`src/rtl/alu_pkg.sv`:
```
// Shared constants for the registered adder/flag stage: default width and
// bit positions of the packed status word {S, ZR, CY, P, V}.
package alu_pkg;

  localparam int ALU_WIDTH = 16;

  localparam int NUM_FLAGS = 5;
  localparam int FLAG_S    = 4;
  localparam int FLAG_ZR   = 3;
  localparam int FLAG_CY   = 2;
  localparam int FLAG_P    = 1;
  localparam int FLAG_V    = 0;

  typedef logic [NUM_FLAGS-1:0] alu_flags_t;

endpackage

```
`src/rtl/alu_adder4.sv`:
```
// 4-bit ripple-carry slice. Also exposes the carry into bit 3 so the top
// level can form signed overflow as carry-into-MSB XOR carry-out.
module alu_adder4 (
  input  logic [3:0] i_a,
  input  logic [3:0] i_b,
  input  logic       i_cin,
  output logic [3:0] o_sum,
  output logic       o_cout,
  output logic       o_c_msb
);

  logic [4:0] w_c;

  assign w_c[0] = i_cin;

  always_comb begin
    o_sum = 4'd0;
    for (int i = 0; i < 4; i++) begin
      o_sum[i] = i_a[i] ^ i_b[i] ^ w_c[i];
    end
  end

  genvar g;
  generate
    for (g = 0; g < 4; g++) begin : g_carry
      assign w_c[g+1] = (i_a[g] & i_b[g]) | (w_c[g] & (i_a[g] ^ i_b[g]));
    end
  endgenerate

  assign o_cout  = w_c[4];
  assign o_c_msb = w_c[3];

endmodule

```
`src/rtl/alu.sv`:
```
// Registered two's-complement adder with status flags S, ZR, CY, P, V.
// One result per cycle, one cycle of latency, async active-low clear.
module alu
  import alu_pkg::*;
#(
  parameter int WIDTH = ALU_WIDTH
) (
  input  logic             clk,
  input  logic             rst_n,
  input  logic [WIDTH-1:0] X,
  input  logic [WIDTH-1:0] Y,
  output logic [WIDTH-1:0] Z,
  output logic             S,
  output logic             ZR,
  output logic             CY,
  output logic             P,
  output logic             V
);

  localparam int NSLICE = WIDTH / 4;

  logic [NSLICE:0]  w_carry;
  logic [WIDTH-1:0] w_sum;
  logic             w_c_msb;
  alu_flags_t       w_flags;

  logic [WIDTH-1:0] r_z;
  alu_flags_t       r_flags;

  assign w_carry[0] = 1'b0;

  genvar g;
  generate
    for (g = 0; g < NSLICE; g++) begin : g_slice
      if (g == NSLICE - 1) begin : g_top
        alu_adder4 u_add (
          .i_a     (X[4*g +: 4]),
          .i_b     (Y[4*g +: 4]),
          .i_cin   (w_carry[g]),
          .o_sum   (w_sum[4*g +: 4]),
          .o_cout  (w_carry[g+1]),
          .o_c_msb (w_c_msb)
        );
      end else begin : g_low
        // Only the top slice's carry-into-MSB matters for overflow.
        logic w_unused_c_msb;
        alu_adder4 u_add (
          .i_a     (X[4*g +: 4]),
          .i_b     (Y[4*g +: 4]),
          .i_cin   (w_carry[g]),
          .o_sum   (w_sum[4*g +: 4]),
          .o_cout  (w_carry[g+1]),
          .o_c_msb (w_unused_c_msb)
        );
      end
    end
  endgenerate

  always_comb begin
    w_flags          = '0;
    w_flags[FLAG_S]  = w_sum[WIDTH-1];
    w_flags[FLAG_ZR] = ~|w_sum;
    w_flags[FLAG_CY] = w_carry[NSLICE];
    w_flags[FLAG_P]  = ~^w_sum;
    w_flags[FLAG_V]  = w_c_msb ^ w_carry[NSLICE];
  end

  // Reset clears flags outright; ZR and P read 0 while held, not derived from Z.
  always_ff @(posedge clk or negedge rst_n) begin
    if (!rst_n) begin
      r_z     <= '0;
      r_flags <= '0;
    end else begin
      r_z     <= w_sum;
      r_flags <= w_flags;
    end
  end

  assign Z  = r_z;
  assign S  = r_flags[FLAG_S];
  assign ZR = r_flags[FLAG_ZR];
  assign CY = r_flags[FLAG_CY];
  assign P  = r_flags[FLAG_P];
  assign V  = r_flags[FLAG_V];

endmodule

```
`config.mk`:
```
export PLATFORM = sky130hd
export DESIGN_NAME = alu
export DESIGN_NICKNAME = d
export VERILOG_FILES = /design/src/rtl/alu_pkg.sv /design/src/rtl/alu_adder4.sv /design/src/rtl/alu.sv
export SDC_FILE = /design/constraint.sdc
export NUM_CORES = 1
export LEC_CHECK = 0
export ABC_CLOCK_PERIOD_IN_PS = 800
export CELL_PAD_IN_SITES_DETAIL_PLACEMENT = 1
export CELL_PAD_IN_SITES_GLOBAL_PLACEMENT = 2
export CORE_MARGIN = 2
export CORE_UTILIZATION = 24
export DETAILED_ROUTE_END_ITERATION = 16
export PLACE_DENSITY_LB_ADDON = 0.1
export SETUP_SLACK_MARGIN = 0.2
export SLEW_MARGIN = 20
export SYNTH_ARGS = -nofsm -noshare
export SYNTH_HDL_FRONTEND = slang
export SYNTH_HIERARCHICAL = 1
export SYNTH_SLANG_ARGS = --single-unit
```
`constraint.sdc`:
```
create_clock -name clk -period 0.8 [get_ports clk]
set_input_delay 0.16 -clock clk [delete_from_list [all_inputs] [get_ports clk]]
set_output_delay 0.16 -clock clk [all_outputs]
set_load 0.05 [all_outputs]
```
==> results.tsv, run 1 <==
stage	metric	value	unit
clocking	Inserted Clock Buffers	3	
cells_and_area	Finished Layout Cells	233	
critical_path	crit end category	flop	
die	Top Ports	55	
cells_and_area	share of cells above drive strength 1	51.8	%
grt	first-pass GRT wire length	4300	µm
logic_synthesis	number of synthesized register bits	20	
run_status	violated checks	negative setup slack	
sta	total negative slack	-53.59	ns
logic_synthesis	syn nets	163	
die	chip width	74.7	µm
place	post-DP HPWL	2290	µm
cells_and_area	ant diodes	0	
detailed_routing	via count	842	
sta	min Tclk post-route	5.66	ns
sta	Fmax	177	MHz
grt	total global routing overflow	0	
die	die height	74.7	µm
clocking	CTS tree	yes	
run_status	outcome	complete, but fails checks	
detailed_routing	top sig layer	met4	
detailed_routing	WL final	2610	µm
clocking	hold buffers post-CTS	0	
logic_synthesis	Mapped Avg Cell Area	11.4	µm²
detailed_routing	routed len/inst	11.2	µm
job	max_cap viols	0	
critical_path	critical path startpoint	X[0]	
die	Die ar.	5580	µm²
clocking	clock-pin slew on the worst setup and hold paths	0.07	ns
sta	final setup fails	40	
clocking	H-tree levels	1	
sta	Final Cycle Share	707	%
logic_synthesis	Post-Syn Instances	105	
place	IO Port Bufs	54	
critical_path	most used cell, CP	fa_2	
cells_and_area	fillcell total	525	
logic_synthesis	Post-synth top cells	inv_1, dfrtp_1, fa_1	
logic_synthesis	most area-hungry cell type in the Yosys netlist	dfrtp_1	
critical_path	CP max-delay cell	fa_2	
critical_path	WP data required	0.99	ns
logic_synthesis	part of the Yosys area used for sequential elements	41.8	%
critical_path	Setup CP Type	input pin to flop	
sta	Final Hold Viols	0	
critical_path	CP max stage delay	0.44	ns
min_path	Hold/Removal Path Class	input pin to flop	
clocking	clock root cell	clkbuf_8	
place	DP Area	2110	µm²
cells_and_area	design area	2210	µm²
logic_synthesis	Synth cell types	10	
logic_synthesis	most common cell in the netlist	inv_1	
die	starting density of the core	25.2	%
die	Core Region	4750	µm²
place	Placer Congestion	0.661	
clocking	clock buffer depth	2	
critical_path	crit path max fanout	2	
min_path	hold path start	Y[0]	
cells_and_area	Final Net Count	225	
power	power per cell area	2420	nW/µm²
critical_path	Startpoint Class	input pin	
sta	RSZ-0062 raised after global routing	true	
detailed_routing	ANT nets after route	0	
grt	GRT Util Overall	10.6	%
detailed_routing	vias per cell	3.61	
grt	vias in the first global route	969	
detailed_routing	WL met1	856	µm
detailed_routing	First-pass DRT Iterations	2	
detailed_routing	DR iter-0 viols	13	
cells_and_area	utilization after layout	46.4	%
logic_synthesis	Most used DFF post-synth	dfrtp_1	
critical_path	Worst EP arrival	5.85	ns
grt	antenna violations before repair	0	
logic_synthesis	share of the synthesized area in the top cell type	41.8	%
critical_path	CP delay by family, top	adder cells	
sta	PnR worst setup slack	-4.86	ns
place	placed insts	226	
sta	Max Slew Vio Count	0	
power	Lkg Pwr	1.03	nW
power	Worst VDD drop	0.000801	V
logic_synthesis	Post-synth ARST share	100	%
detailed_routing	Met3 Wirelength	213	µm
grt	pin count of the biggest net entering global routing	21	
die	row count	25	
logic_synthesis	Post-synth EDFFs	0	
cells_and_area	synth-to-layout area growth	84.1	%
place	DP Worst Slack	-5.76	ns
critical_path	WP buf/inv	10	
detailed_routing	# DRC	0	
clocking	clk sinks	20	
logic_synthesis	Synth Warn #	6	
logic_synthesis	post-synthesis instance area	1200	µm²
logic_synthesis	largest cells by area after synthesis	dfrtp_1, fa_1, inv_1, ha_1, xnor2_1	
detailed_routing	met2 wire len	1490	µm
==> placed cells by master, fill, tap and decap left out <==
| master | instances |
|---|---|
| dfrtp_2 | 19 |
| nand4_1 | 2 |
| xor2_1 | 1 |
| inv_2 | 18 |
| buf_4 | 3 |
| xnor2_2 | 1 |
| fa_2 | 16 |
| dlygate4sd2_1 | 2 |
| xnor2_1 | 6 |
| clkbuf_8 | 4 |
| clkdlybuf4s50_1 | 29 |
| buf_6 | 2 |
| conb_1 | 1 |
| ha_4 | 1 |
| ha_1 | 7 |
| inv_1 | 30 |
| nor2_1 | 1 |
| dfrtp_1 | 1 |
| buf_12 | 22 |
==> cells by family (layout without fill, tap and decap cells) <==
kind of cell,after synthesis,after routing,synth area share [%]
buf+inv,49,110,15.7
fa+ha+maj,24,24,35.1
flops,20,20,41.8
xor+xnor,8,8,5.85
other cells,1,1,0.313
simple gates,3,3,1.36
==> flip-flops by register name, indices dropped and copies added (netlist names) <==
register  cells
Z            15
r_flags       5
==> routing by layer <==
layer  vias to the layer above  global-route usage [%]
met5                         -                       0
met4                         0                    4.76
met3                         6                    2.81
met2                        33                    20.5
met1                       404                    10.6
li1                        399                       -
==> where the power goes <==
| group | switching, mW | internal, mW | total, mW |
|---|---|---|---|
| Sequential | 0.182 | 1.26 | 1.44 |
| Clock | 0.347 | 0.438 | 0.786 |
| Combinational | 1.51 | 1.60 | 3.11 |
==> cell type report <==
class	count	area, µm²	share of cell area, %
multi-input combinational	36	571	25.9
tap	67	83.8	3.80
clock buffer	4	55.1	2.49
inverter	48	180	8.16
sequential	20	524	23.8
timing repair buffer	58	793	35.9
==> stage by stage <==
| stage | hold WS, ns | power, mW |
|---|---|---|
| after global routing | 0.217 | 5.65 |
| final | 0.215 | 5.34 |
| after global placement | 0.525 | 4.44 |
| after floorplan | -0.136 | 3.08 |
| after detailed placement | 0.522 | 4.49 |
| after CTS | 0.207 | 5.45 |
==> worst paths after layout <==
path,to,cells after the start
worst max-delay path,r_flags[1],30
max in group asynchronous,Z[10],2
min in group asynchronous,Z[2],2
worst min-delay path,Z[0],2
==> repair_timing <==
action                     CTS  global route
resized for setup           22             0
setup buffers                2             1
cloned                       0             0
pin swaps                   21            20
setup endpoints to repair   41            41
Power figures use the tool's default switching activity.
==> inputs of run 2 (changes only) <==
ABC_CLOCK_PERIOD_IN_PS = 5800   (was 800)
clock period = 5.8 ns   (was 0.8 ns; I/O delays follow)
==> run 2 against run 1 <==
Compared with the run above: the run still ends with negative setup slack left; power shrank 88%; first-iteration DRC count shrank 62%; combinational power shrank 89%; critical path depth is the same; sequential share of layout area grew 2.2 points; flip-flop and latch count is the same; worst setup slack gained 4.0 ns; critical path type unchanged.
==> results.tsv, run 2 (synthesized netlist as in run 1, its figures left out) <==
stage	metric	value	unit	change
sta	relative slew slack	39.7	%	
sta	final setup fails	5		-88%
clocking	clock-pin slew on the worst setup and hold paths	0.07	ns	about the same
clocking	clock root cell	clkbuf_8		
min_path	Hold/Removal Path Class	input pin to flop		
grt	antenna violations before repair	0		unchanged
die	Die ar.	5580	µm²	unchanged
clocking	CTS tree	yes		
detailed_routing	WL final	2470	µm	-5.4%
sta	Max Slew Vio Count	0		unchanged
critical_path	crit path max fanout	2		unchanged
power	Lkg Pwr	0.920	nW	-11%
sta	worst hold slack	1.22	ns	+1.01 ns
grt	pin count of the biggest net entering global routing	21		unchanged
cells_and_area	share of cells above drive strength 1	23.3	%	-28 points
place	Placer Congestion	0.614		-7.2%
detailed_routing	First-pass DRT Iterations	2		unchanged
power	Int Pwr	369	µW	-89%
critical_path	most used cell, CP	fa_2		
die	Core Region	4750	µm²	unchanged
clocking	clk sinks	20		unchanged
run_status	violated checks	negative setup slack		
sta	Final Cycle Share	115	%	
detailed_routing	DR iter-0 viols	5		-8
place	IO Port Bufs	54		unchanged
die	Top Ports	55		unchanged
clocking	clock buffer depth	2		unchanged
clocking	hold buffers post-CTS	0		unchanged
critical_path	Worst EP arrival	6.82	ns	+0.97 ns
sta	Fmax	150	MHz	
power	combinational share of power	57.2	%	-1.0 points
cells_and_area	Final Net Count	223		-0.89%
critical_path	Startpoint Class	input pin		
grt	GRT Util Overall	9.60	%	-1.0 points
power	power per cell area	322	nW/µm²	-87%
sta	min Tclk post-route	6.68	ns	
detailed_routing	via count	823		-2.3%
clocking	Inserted Clock Buffers	3		unchanged
place	post-DP HPWL	2180	µm	-5.0%
sta	Slew @ Worst Pin	0.901	ns	
die	starting density of the core	25.2	%	unchanged
critical_path	WP data required	5.94	ns	+4.95 ns
detailed_routing	# DRC	0		unchanged
cells_and_area	most common cell after layout, fill and taps aside	clkdlybuf4s50_1		
critical_path	Setup CP Type	input pin to flop		
cells_and_area	Finished Layout Cells	230		-1.3%
die	die height	74.7	µm	unchanged
power	Reg power frac	28.3	%	+1.3 points
die	row count	25		unchanged
power	Worst VDD drop	0.0000969	V	-88%
grt	total global routing overflow	0		unchanged
critical_path	CP max-delay cell	fa_2		
critical_path	crit end category	flop		
cells_and_area	max reg flops	15		unchanged
sta	Final Hold Viols	0		unchanged
place	placed insts	225		-0.44%
die	chip width	74.7	µm	unchanged
grt	vias in the first global route	957		-1.2%
run_status	outcome	complete, but fails checks		
critical_path	Worst setup endpoint	r_flags[1]		
cells_and_area	commonest cells after routing, fill and taps aside	clkdlybuf4s50_1, inv_1, dfrtp_1		
critical_path	CP max stage delay	0.45	ns	about the same
clocking	H-tree levels	1		unchanged
power	switching pwr	253	µW	-88%
sta	RSZ-0062 raised after global routing	true		
power	clock share of power	14.5	%	-0.2 points
job	max_cap viols	0		unchanged
cells_and_area	ant diodes	0		unchanged
detailed_routing	ANT nets after route	0		unchanged
grt	first-pass GRT wire length	3880	µm	-9.6%
critical_path	critical path startpoint	X[0]		
cells_and_area	synth-to-layout area growth	61.2	%	
detailed_routing	vias per cell	3.58		-0.98%
detailed_routing	routed len/inst	10.7	µm	-4.2%
sta	PnR worst setup slack	-0.878	ns	+3.98 ns
power	Sw Share	40.7	%	+2.5 points
==> run 2: cell count changes in the layout (fill, tap and decap cells not counted), sizes merged <==
cell / change
buf: -23
clkdlybuf4s50: +21
clkbuf: -1
==> run 2: worst min-delay path by stage <==
stage	from	end	depth (start not counted)
after CTS	Y[0]	Z[0]	2
after detailed placement	rst_n	Z[2]	1
after floorplan	rst_n	Z[0]	0
after global routing	Y[0]	Z[0]	2
final	Y[0]	Z[0]	2
after global placement	rst_n	Z[3]	1
==> run 2: metrics by stage <==
| step | setup WS (ns) | cell area, µm² | setup TNS [ns] | power, mW | util, % |
|---|---|---|---|---|---|
| 2_1_floorplan | -0.868 | 1240 | -1.73 | 0.414 | - |
| 3_3_place_gp | -1.57 | 1850 | -5.99 | 0.522 | 39.0 |
| 3_5_place_dp | -1.68 | 1850 | -6.64 | 0.527 | 39.0 |
| 4_1_cts | -1.05 | 1900 | -2.54 | 0.623 | 40.1 |
| 5_1_grt | -1.09 | 1930 | -2.95 | 0.662 | 40.6 |
| 6_report | -0.878 | 1930 | -1.93 | 0.621 | 40.6 |
==> run 2: critical path, delay by kind of cell <==
kind                     cells  cell delay (ns)
buffers and inverters       10             0.56
adder cells (fa/ha/maj)     17             4.71
XOR/XNOR                     3             0.39
==> run 2: layout make-up <==
type,instances,area (µm²)
fill,538,2820
multi-input combinational,36,571
timing repair buffer,56,556
sequential,20,500
inverter,48,180
tap,67,83.8
clock buffer,3,41.3
==> run 2: routing by layer <==
layer	global-route usage (%)	wire length, µm	part of all wire, %
met3	2.14	206	8.4
met5	0	0	0
met4	5.95	52	2.1
met2	18.5	1370	56
met1	9.10	834	34
==> run 2: power by group through the flow <==
stage          Sequential, mW  Combinational [mW]  Clock [mW]
2_1_floorplan           0.280               0.134           0
3_3_place_gp            0.179               0.343           0
3_5_place_dp            0.179               0.348           0
4_1_cts                 0.177               0.351      0.0952
5_1_grt                 0.179               0.384      0.0985
6_report                0.176               0.355      0.0899
==> run 2: what timing repair did <==
| item | 4_1_cts | 5_1_grt |
|---|---|---|
| endpoints found under the setup margin | 7 | 7 |
| setup buffers | 1 | 1 |
| cloned | 0 | 0 |
| pin swaps | 6 | 7 |
| resized for setup | 16 | 6 |
==> inputs of run 3 (changes only) <==
==> constraint.sdc (replaced) <==
create_clock -name clk -period 5.8 [get_ports clk]
set_input_delay 1.16 -clock clk [delete_from_list [all_inputs] [get_ports clk]]
set_output_delay 1.16 -clock clk [all_outputs]
set_load 0.1 [all_outputs]
==> results of run 3 <==
The final DEF is identical to that of run 2. Status: complete, but fails checks: negative setup slack.
Among the figures that moved: total power 0.621 mW -> 0.735 mW; worst IR drop on VDD 0.0000969 V -> 0.000100 V
